[src/rtl/nn_ctrl_pkg.sv]
// nn_ctrl_pkg: shared definitions for the NN sequencer slice.
//   state_e        - controller state encoding
//   DEF_*          - default RAM address width, kernel/weight word counts,
//                    read-pipeline latency
//   N_KERNELS      - kernels read in parallel during classification
package nn_ctrl_pkg;

  typedef enum logic [2:0] {
    S_IDLE,
    S_LEARN,
    S_CONV,
    S_DRAIN,
    S_FC,
    S_DONE
  } state_e;

  localparam int DEF_NUM_ADDR = 5;
  localparam int DEF_K_WORDS  = 16;
  localparam int DEF_W_WORDS  = 32;
  localparam int DEF_PIPE_LAT = 2;
  localparam int N_KERNELS    = 2;

endpackage

[src/rtl/nn_seq_ctrl_lat_pipe.sv]
// nn_lat_pipe: DEPTH-stage shift register, asynchronously cleared.
//   clk_i, rst_i - clock, asynchronous active-high reset
//   d_i          - input bit
//   q_o          - d_i delayed by exactly DEPTH cycles (registered)
module nn_lat_pipe #(
  parameter int DEPTH = 2
) (
  input  logic clk_i,
  input  logic rst_i,
  input  logic d_i,
  output logic q_o
);

  localparam int unsigned D = DEPTH;

  logic [DEPTH-1:0] sr_q;

  always_ff @(posedge clk_i or posedge rst_i) begin
    if (rst_i) begin
      sr_q <= '0;
    end else begin
      sr_q[0] <= d_i;
      for (int unsigned k = 1; k < D; k++) begin
        sr_q[k] <= sr_q[k-1];
      end
    end
  end

  assign q_o = sr_q[DEPTH-1];

endmodule

[src/rtl/nn_seq_ctrl.sv]
// nn_seq_ctrl: sequencer for kernel/weight RAM loading and classification.
//   clk, rst            - clock, asynchronous active-high reset
//   learn, classify     - start pulses, honoured only in IDLE (learn wins)
//   KMEM_ADD1/2, KMEM_{WEB,OEB,CSB}{1,2} - kernel RAM ports (active-low ctl)
//   WMEM_ADD1/2, WMEM_{WEB,OEB,CSB}{1,2} - weight RAM ports (active-low ctl)
//   En                  - pooling enable, PIPE_LAT cycles after each kernel read
//   busy                - high in every state except IDLE
//   done                - one-cycle completion pulse
// Build option: define NN_SEQ_CTRL_FC_EN to add the FC weight-read phase
// after DRAIN; otherwise DRAIN goes straight to DONE.
module nn_seq_ctrl
  import nn_ctrl_pkg::*;
#(
  parameter int NUM_ADDR = DEF_NUM_ADDR,
  parameter int K_WORDS  = DEF_K_WORDS,
  parameter int W_WORDS  = DEF_W_WORDS,
  parameter int PIPE_LAT = DEF_PIPE_LAT
) (
  input  logic                clk,
  input  logic                rst,
  input  logic                learn,
  input  logic                classify,
  output logic [NUM_ADDR-1:0] KMEM_ADD1,
  output logic [NUM_ADDR-1:0] KMEM_ADD2,
  output logic                KMEM_WEB1,
  output logic                KMEM_OEB1,
  output logic                KMEM_CSB1,
  output logic                KMEM_WEB2,
  output logic                KMEM_OEB2,
  output logic                KMEM_CSB2,
  output logic [NUM_ADDR-1:0] WMEM_ADD1,
  output logic [NUM_ADDR-1:0] WMEM_ADD2,
  output logic                WMEM_WEB1,
  output logic                WMEM_OEB1,
  output logic                WMEM_CSB1,
  output logic                WMEM_WEB2,
  output logic                WMEM_OEB2,
  output logic                WMEM_CSB2,
  output logic                En,
  output logic                busy,
  output logic                done
);

  localparam int CW = NUM_ADDR + 1;
  localparam logic [CW-1:0] W_HALF = CW'(W_WORDS / 2);
  localparam logic [CW-1:0] K_CNT  = CW'(K_WORDS);
  localparam logic [CW-1:0] P_CNT  = CW'(PIPE_LAT);

  state_e              state_q;
  logic [CW-1:0]       cnt_q;
  logic [NUM_ADDR-1:0] kadd1_q, kadd2_q, wadd1_q, wadd2_q;
  logic                k_csb_q, k_web_q, k_oeb_q;
  logic                w_csb_q, w_web_q, w_oeb_q;
  logic                busy_q, done_q;

  logic [NUM_ADDR-1:0] idx;
  logic [NUM_ADDR-1:0] pair_even, pair_odd, k_hi;
  logic                wr_go, krd_go, wrd_go;
  logic                rd_now;

  // Each *_go flag says "the cycle after this edge is an access cycle";
  // the addresses for that cycle are derived from idx. In DRAIN the counter
  // times the drain, so the first FC pair is forced to index 0.
  always_comb begin
    idx    = (state_q == S_DRAIN) ? '0 : cnt_q[NUM_ADDR-1:0];
    wr_go  = 1'b0;
    krd_go = 1'b0;
    wrd_go = 1'b0;
    unique case (state_q)
      S_IDLE: begin
        wr_go  = learn;
        krd_go = classify & ~learn;
      end
      S_LEARN: wr_go  = (cnt_q != W_HALF);
      S_CONV:  krd_go = (cnt_q != K_CNT);
`ifdef NN_SEQ_CTRL_FC_EN
      S_DRAIN: wrd_go = (cnt_q == P_CNT);
      S_FC:    wrd_go = (cnt_q != W_HALF);
`endif
      default: ;
    endcase
  end

  assign pair_even = {idx[NUM_ADDR-2:0], 1'b0};
  assign pair_odd  = {idx[NUM_ADDR-2:0], 1'b1};
  assign k_hi      = idx + NUM_ADDR'(K_WORDS);

  always_ff @(posedge clk or posedge rst) begin
    if (rst) begin
      state_q <= S_IDLE;
      cnt_q   <= '0;
      kadd1_q <= '0;
      kadd2_q <= '0;
      wadd1_q <= '0;
      wadd2_q <= '0;
      k_csb_q <= 1'b1;
      k_web_q <= 1'b1;
      k_oeb_q <= 1'b1;
      w_csb_q <= 1'b1;
      w_web_q <= 1'b1;
      w_oeb_q <= 1'b1;
      busy_q  <= 1'b0;
      done_q  <= 1'b0;
    end else begin
      k_csb_q <= 1'b1;
      k_web_q <= 1'b1;
      k_oeb_q <= 1'b1;
      w_csb_q <= 1'b1;
      w_web_q <= 1'b1;
      w_oeb_q <= 1'b1;
      busy_q  <= 1'b1;
      done_q  <= 1'b0;

      unique case (state_q)
        S_IDLE: begin
          if (wr_go)       state_q <= S_LEARN;
          else if (krd_go) state_q <= S_CONV;
          else             busy_q  <= 1'b0;
        end
        S_LEARN: begin
          if (!wr_go) begin
            state_q <= S_DONE;
            done_q  <= 1'b1;
            cnt_q   <= '0;
          end
        end
        S_CONV: begin
          if (!krd_go) begin
            state_q <= S_DRAIN;
            cnt_q   <= CW'(1);
          end
        end
        S_DRAIN: begin
          if (cnt_q == P_CNT) begin
`ifdef NN_SEQ_CTRL_FC_EN
            state_q <= S_FC;
`else
            state_q <= S_DONE;
            done_q  <= 1'b1;
`endif
            cnt_q   <= '0;
          end else begin
            cnt_q <= cnt_q + CW'(1);
          end
        end
`ifdef NN_SEQ_CTRL_FC_EN
        S_FC: begin
          if (!wrd_go) begin
            state_q <= S_DONE;
            done_q  <= 1'b1;
            cnt_q   <= '0;
          end
        end
`endif
        S_DONE: begin
          state_q <= S_IDLE;
          busy_q  <= 1'b0;
          cnt_q   <= '0;
        end
        default: begin
          state_q <= S_IDLE;
          busy_q  <= 1'b0;
          cnt_q   <= '0;
        end
      endcase

      if (wr_go) begin
        kadd1_q <= pair_even;
        kadd2_q <= pair_odd;
        wadd1_q <= pair_even;
        wadd2_q <= pair_odd;
        k_csb_q <= 1'b0;
        k_web_q <= 1'b0;
        w_csb_q <= 1'b0;
        w_web_q <= 1'b0;
        cnt_q   <= CW'(idx) + CW'(1);
      end
      if (krd_go) begin
        kadd1_q <= idx;
        kadd2_q <= k_hi;
        k_csb_q <= 1'b0;
        k_oeb_q <= 1'b0;
        cnt_q   <= CW'(idx) + CW'(1);
      end
      if (wrd_go) begin
        wadd1_q <= pair_even;
        wadd2_q <= pair_odd;
        w_csb_q <= 1'b0;
        w_oeb_q <= 1'b0;
        cnt_q   <= CW'(idx) + CW'(1);
      end
    end
  end

  // A kernel read is in flight in any cycle with kernel RAM selected for read.
  assign rd_now = ~k_csb_q & ~k_oeb_q;

  nn_lat_pipe #(
    .DEPTH(PIPE_LAT)
  ) u_lat_pipe (
    .clk_i(clk),
    .rst_i(rst),
    .d_i  (rd_now),
    .q_o  (En)
  );

  assign KMEM_ADD1 = kadd1_q;
  assign KMEM_ADD2 = kadd2_q;
  assign KMEM_WEB1 = k_web_q;
  assign KMEM_OEB1 = k_oeb_q;
  assign KMEM_CSB1 = k_csb_q;
  assign KMEM_WEB2 = k_web_q;
  assign KMEM_OEB2 = k_oeb_q;
  assign KMEM_CSB2 = k_csb_q;
  assign WMEM_ADD1 = wadd1_q;
  assign WMEM_ADD2 = wadd2_q;
  assign WMEM_WEB1 = w_web_q;
  assign WMEM_OEB1 = w_oeb_q;
  assign WMEM_CSB1 = w_csb_q;
  assign WMEM_WEB2 = w_web_q;
  assign WMEM_OEB2 = w_oeb_q;
  assign WMEM_CSB2 = w_csb_q;
  assign busy      = busy_q;
  assign done      = done_q;

endmodule

[config.mk]
export PLATFORM = sky130hd
export DESIGN_NAME = nn_seq_ctrl
export DESIGN_NICKNAME = d
export VERILOG_FILES = /design/src/rtl/nn_ctrl_pkg.sv /design/src/rtl/nn_seq_ctrl_lat_pipe.sv /design/src/rtl/nn_seq_ctrl.sv
export SDC_FILE = /design/constraint.sdc
export NUM_CORES = 1
export LEC_CHECK = 0
export CORE_AREA = 2 2 63 65
export DETAILED_ROUTE_END_ITERATION = 12
export DIE_AREA = 0 0 65 67
export GPL_TIMING_DRIVEN = 0
export PLACE_DENSITY = 0.84
export SLEW_MARGIN = 20
export SYNTH_ARGS = -nofsm -noshare
export SYNTH_HDL_FRONTEND = slang
export SYNTH_SLANG_ARGS = --single-unit
[constraint.sdc]
create_clock -name clk -period 2 [get_ports clk]
set_input_delay 0.2 -clock clk [delete_from_list [all_inputs] [get_ports clk]]
set_output_delay 0.2 -clock clk [all_outputs]
set_load 0.005 [all_outputs]
==> metrics.md, run 1 <==
| Metric | Value |
|---|---|
| Critical Path Stages | 8 |
| Post-synth EDFFs | 0 |
| CP max FO | 10 |
| Peak supply drop | 0.0004387 V |
| Cells after Synth | 155 |
| Cell variety after synth | 47 |
| Asr flop ratio synth | 100.0% |
| Vias in the first global route | 1189 |
| Worst Max-Slew Pin Slew | 0.5575 ns |
| Initial cell density of the core | 42.96% |
| Die ar. | 4355 µm² |
| Crit path DAT | 2.12 ns |
| Number of synthesis warnings | 0 |
| Row count | 22 |
| Worst path required time | 2.19 ns |
| Clk root buf | clkbuf_8 |
| Initial DRC Count | 63 |
| Area of the mapped netlist | 1549 µm² |
| Int Pwr | 1.837 mW |
| Post-Synth Simple-Gate Area | 16.64% |
| Worst-Skew Late Latency | 0.27 ns |
| Fillcell total | 310 |
| Chip width | 65 µm |
| Hold Slack | 0.2914 ns |
| IO Pins | 39 |
| Final Skew | 0.001695 ns |
| Diodes inserted | 0 |
| Sw Pwr | 999.3 µW |
| Slew headroom | 62.78% |
| Pins over their slew limit | 0 |
| Combinational Power Share | 55.9% |
| Port Buffer Count | 35 |
| First-pass DRT Iterations | 5 |
| Share of cells above drive strength 1 | 23.74% |
| Register area | 706.9 µm² |
| CP bufs+invs | 1 |
| CP top delay family | simple AND/OR/NAND/NOR gates |
| Worst-path clk slew | 0.09 ns |
| H-Tree Depth | 1 |
| CP max-delay cell | dfrtp_1 |
| Worst-path cell chain | buf_4 -> nand3b_1 -> and2_1 -> ha_1 -> nand3_1 -> xnor2_1 -> nand2_1 -> o211ai_1 |
| PwrDens | 1370 nW/µm² |
| Multi-input gate area | 649.4 µm² |
| Complex-gate fraction of the synthesized area | 17.77% |
| Cts hold-fix bufs | 0 |
| Tmin final | 1.927 ns |
| Largest family of logic cells by synthesized area | compound AO/OA/AOI/OAI gates |
| Routed Antenna Nets | 0 |
| Core area | 3606 µm² |
| GRT Util Overall | 16.55% |
| Predominant post-synthesis flop cell | dfrtp_1 |
| DRC errors left | 0 |
| Sequential fraction of the synthesis area | 45.48% |
| Die extent in y | 67 µm |
| Yosys top cell area share | 40.39% |
| Syn Area/Cell | 9.993 µm² |
| Synth Area in XOR/XNOR | 1.696% |
| Via-per-instance ratio | 5.073 |
| Register bit total from synthesis | 28 |
| Fin crit share | 96.33% |
| Leak | 0.9110 nW |
| Place WS | -0.1286 ns |
| Status | finished, final reports clean |
| Adder-Cell Fraction of Synth Area | 3.231% |
| Routed Wire Length | 3201 µm |
| Synth top cells by count | dfrtp_1 (25), buf_4 (19), nor2_1 (12), a21oi_1 (9), inv_1 (9) |
| Setup CP Type | reg -> reg |
| First-pass GRT wire length | 5506 µm |
| Setup TNS | 0 ns |
| Hold Crit Class | in -> async |
| Clk pwr share | 12.2% |
| Peak Freq | 519.0 MHz |
| Gr ovfl total | 0 |
| CTS max path bufs | 2 |
| P&R area growth vs syn | 33.68% |
| Clock sinks | 28 |
| Final hold vios | 0 |
| CP max stage delay | 0.41 ns |
| CTS tree | built |
| Final core utilization | 57.43% |
| R2R depth | 8 |
| Register share of total power | 31.9% |
| CP Capture Type | flip-flop |
| Largest net degree at the start of global routing | 29 |
| Synth area leader | dfrtp_1 |
| Sw frac | 35.23% |
| Wire per inst | 13.01 µm |
| Final setup viols | 0 |
| Post-synthesis mux area share | 0.6462% |
| Nets | 207 |
| Leading cell type by number of instances after synthesis | dfrtp_1 |
| DP Wirelength | 2258 µm |
| CTS Buf Count | 3 |
| Initial antenna violation count | 0 |
| Fin worst setup slack | 0.07339 ns |
| Area contributors post-synth | dfrtp_1 (40%), buf_4 (9.2%), dfstp_2 (5.1%), ha_1 (3.2%), a21oi_1 (2.9%) |
| Max-Cap Viols | 0 |
| RSZ-0062 raised after global routing | no |
| Routed via count | 1248 |
| Gpl congestion | 0.8399 |
| CP Launch Type | flip-flop |
## layer usage
metal	vias to the layer above	share of wire, %	track usage (%)
li1	609	-	-
met1	583	42	19.17
met2	51	52	30.80
met3	5	4.6	2.196
met4	0	1.7	6.383
met5	-	0	0
## repair_timing
action,4_1_cts,5_1_grt
cloned,0,0
resized for setup,3,9
pin swaps,0,1
setup buffers,1,2
setup endpoints to repair,8,9
## worst reg2reg max path, stage by stage, from the launching register on
cell,delay [ns]
dfrtp_1,0.41
buf_4,0.19
nand3b_1,0.30
and2_1,0.27
ha_1,0.21
nand3_1,0.12
xnor2_1,0.12
nand2_1,0.07
o211ai_1,0.17
## kinds of logic after synthesis
logic type	Yosys count
and+or+nand+nor	46
muxes	1
AOI/OAI and AO/OA	37
other	2
xor gates and xnor gates	3
buffers and inverters	34
DFF	28
adders and majority gates	4
## layout by cell type (no fill, tap or decap), drive strengths merged, types with 4 or more instances in the layout
cell type and n:
a21o 4, a21oi 9, a221o 4, and2 5
buf 26, clkbuf 6, clkdlybuf4s50 35, dfrtp 25
ha 4, inv 9, nand2 7, nand3 5
nor2 13
## metrics by stage
stage,instance area (µm²),total power [mW],std cells
final,2071,2.837,246
after global placement,1963,2.376,239
after detailed placement,1963,2.412,239
after CTS,2036,2.797,244
after floorplan,1553,1.811,156
after global routing,2071,3.060,246
## path summary, 6_finish.rpt
| kind | startpoint | endpoint | slack (ns) |
|---|---|---|---|
| setup / recovery | state_q[2] | cnt_q[4] | 0.07 |
| hold reg to reg | u_lat_pipe.sr_q[0] | u_lat_pipe.sr_q[1] | 0.37 |
| setup reg to reg | state_q[2] | cnt_q[4] | 0.07 |
| min in group clk | u_lat_pipe.sr_q[0] | u_lat_pipe.sr_q[1] | 0.37 |
| max in group asynchronous | rst | cnt_q[0] | 1.31 |
| hold / removal | rst | u_lat_pipe.sr_q[0] | 0.29 |
## registers in the layout (all words and copies together), names as in the netlist
name	cells
WMEM_WEB1	1
state_q	3
KMEM_ADD2	2
WMEM_ADD2	5
KMEM_CSB1	1
busy	1
KMEM_ADD1	5
cnt_q	6
u_lat_pipe.sr_q	2
KMEM_OEB1	1
done	1
## power by group through the flow
stage / Sequential, mW / Combinational [mW] / Clock [mW]
final: 0.905 / 1.58 / 0.347
after global routing: 0.932 / 1.75 / 0.382
after CTS: 0.906 / 1.54 / 0.354
after detailed placement: 0.919 / 1.49 / 0
after global placement: 0.913 / 1.46 / 0
after floorplan: 0.902 / 0.909 / 0
## cell type report
cell class | count | share of cell area [%]
Clock buffer | 4 | 2.659
Sequential cell | 28 | 34.14
Timing Repair Buffer | 38 | 18.01
Multi-Input combinational cell | 94 | 31.36
Inverter | 9 | 1.631
Tap cell | 48 | 2.900
Buffer | 25 | 9.305
No activity file was read; power rests on OpenSTA's default activity.
==> run 2: changes to the inputs <==
--- a/config.mk
+++ b/config.mk
@@ -10,6 +10,7 @@
 export DIE_AREA = 0 0 65 67
 export GPL_TIMING_DRIVEN = 0
 export PLACE_DENSITY = 0.84
+export SETUP_SLACK_MARGIN = 0.02
 export SLEW_MARGIN = 20
 export SYNTH_ARGS = -nofsm -noshare
 export SYNTH_HDL_FRONTEND = slang
==> metrics.md, run 2 (synthesis results as in run 1) <==
| Metric | Value |
|---|---|
| Status | finished, final reports clean |
| Clk pwr share | 12.0% |
| Clock sinks | 28 |
| Share of cells above drive strength 1 | 25.37% |
| Port Buffer Count | 35 |
| First-pass GRT wire length | 5506 µm |
| H-Tree Depth | 1 |
| Combinational Power Share | 57.1% |
| Clk root buf | clkbuf_8 |
| Initial antenna violation count | 0 |
| Biggest register | cnt_q |
| Setup CP Type | reg -> reg |
| Worst Max-Slew Pin Slew | 0.5640 ns |
| DRC errors left | 0 |
| RSZ-0062 raised after global routing | yes |
| Largest net degree at the start of global routing | 29 |
| Final setup viols | 0 |
| Crit path DAT | 2.11 ns |
| Int Pwr | 1.907 mW |
| Peak supply drop | 0.0004470 V |
| Register share of total power | 30.9% |
| Wire per inst | 13.28 µm |
| Sw Pwr | 1.023 mW |
| Post-route cell area | 2108 µm² |
| Leak | 0.9313 nW |
| Via-per-instance ratio | 5.024 |
| IO Pins | 39 |
| Largest register FFs | 6 |
| Hold Crit Class | in -> async |
| Worst path required time | 2.20 ns |
| Sw frac | 34.91% |
| Vias in the first global route | 1189 |
| Slew headroom | 62.35% |
| CP max FO | 10 |
| Fillcell total | 303 |
| Gpl congestion | 0.8399 |
| Routed via count | 1251 |
| Commonest cells after routing, fill and taps aside | clkdlybuf4s50_1 (35), buf_4 (24), dfrtp_1 (23) |
| CP Capture Type | flip-flop |
| RR Startpoint | state_q[2] |
| GRT Util Overall | 16.55% |
| PwrDens | 1390 nW/µm² |
| CTS tree | built |
| First-pass DRT Iterations | 4 |
| Gr ovfl total | 0 |
| Die ar. | 4355 µm² |
| CP Launch Type | flip-flop |
| Fin worst setup slack | 0.09143 ns |
| CTS Buf Count | 3 |
| CTS max path bufs | 2 |
| Worst Setup SP | state_q[2] |
| Die extent in y | 67 µm |
| Row count | 22 |
| DP Wirelength | 2258 µm |
| P&R area growth vs syn | 36.11% |
| Initial cell density of the core | 42.96% |
| Tmin final | 1.909 ns |
| Final hold vios | 0 |
| Routed Wire Length | 3307 µm |
| Chip width | 65 µm |
| Peak Freq | 524.0 MHz |
| Fin crit share | 95.43% |
| Worst-path clk slew | 0.09 ns |
| Routed Antenna Nets | 0 |
| Core area | 3606 µm² |
| Final Skew | 0.002922 ns |
| Dpl cell area | 1963 µm² |
| Worst-Skew Late Latency | 0.28 ns |
| Initial DRC Count | 41 |
| Nets | 210 |
| Max-Cap Viols | 0 |
| Place WS | -0.1286 ns |
| Commonest non-fill, non-tap cell in the layout | clkdlybuf4s50_1 |
| Pins over their slew limit | 0 |
| Diodes inserted | 0 |
run 2: layout make-up:
| type | instances | area (µm²) | area share [%] |
|---|---|---|---|
| sequential | 28 | 706.9 | 33.53 |
| multi-input combinational | 94 | 651.9 | 30.92 |
| timing repair buffer | 41 | 407.9 | 19.35 |
| buffer | 25 | 192.7 | 9.139 |
| tap | 48 | 60.06 | 2.849 |
| clock buffer | 4 | 55.05 | 2.611 |
| inverter | 9 | 33.78 | 1.602 |
run 2: power by group through the flow:
stage / clock (mW) / combinational (mW) / sequential (mW)
3_5_place_dp: 0 / 1.49 / 0.919
2_1_floorplan: 0 / 0.909 / 0.902
3_3_place_gp: 0 / 1.46 / 0.913
5_1_grt: 0.385 / 1.83 / 0.933
6_report: 0.351 / 1.67 / 0.906
4_1_cts: 0.354 / 1.54 / 0.906
run 2: timing repair:
| action | CTS | global route |
|---|---|---|
| setup buffers | 1 | 5 |
| endpoints found under the setup margin | 10 | 9 |
| resized for setup | 3 | 10 |
| hold buffers | 0 | 0 |
| cloned | 0 | 0 |
| pin swaps | 0 | 3 |
run 2: metal layers:
| metal | part of all wire, % | global-route usage, % |
|---|---|---|
| met5 | 0 | 0 |
| met4 | 1.7 | 6.383 |
| met2 | 52 | 30.80 |
| met3 | 5.2 | 2.196 |
| met1 | 42 | 19.17 |
run 2: path summary, 6_finish.rpt:
kind / to / slack (ns) / depth (start not counted)
max: cnt_q[4] / 0.09 / 8
min: u_lat_pipe.sr_q[0] / 0.29 / 2
max reg2reg: cnt_q[4] / 0.09 / 8
min reg2reg: u_lat_pipe.sr_q[1] / 0.37 / 0
max in group asynchronous: cnt_q[1] / 1.30 / 2
min in group clk: u_lat_pipe.sr_q[1] / 0.37 / 0
run 2: critical path, cell delays in order, from the launching register on:
cell	delay (ns)
dfrtp_1	0.41
buf_4	0.19
nand3b_1	0.30
and2_4	0.25
ha_1	0.20
nand3_1	0.12
xnor2_1	0.12
nand2_1	0.07
o211ai_1	0.17
run 2: through the flow:
step	setup TNS, ns	power [mW]	hold WS, ns	std cells	utilization, %
3_3_place_gp	-0.4243	2.376	0.3388	239	54.44
2_1_floorplan	0	1.811	0.2632	156	-
6_report	0	2.930	0.2900	249	58.47
5_1_grt	0	3.148	0.3776	249	58.47
3_5_place_dp	-0.4335	2.412	0.3550	239	54.44
4_1_cts	0	2.797	0.3760	244	56.45
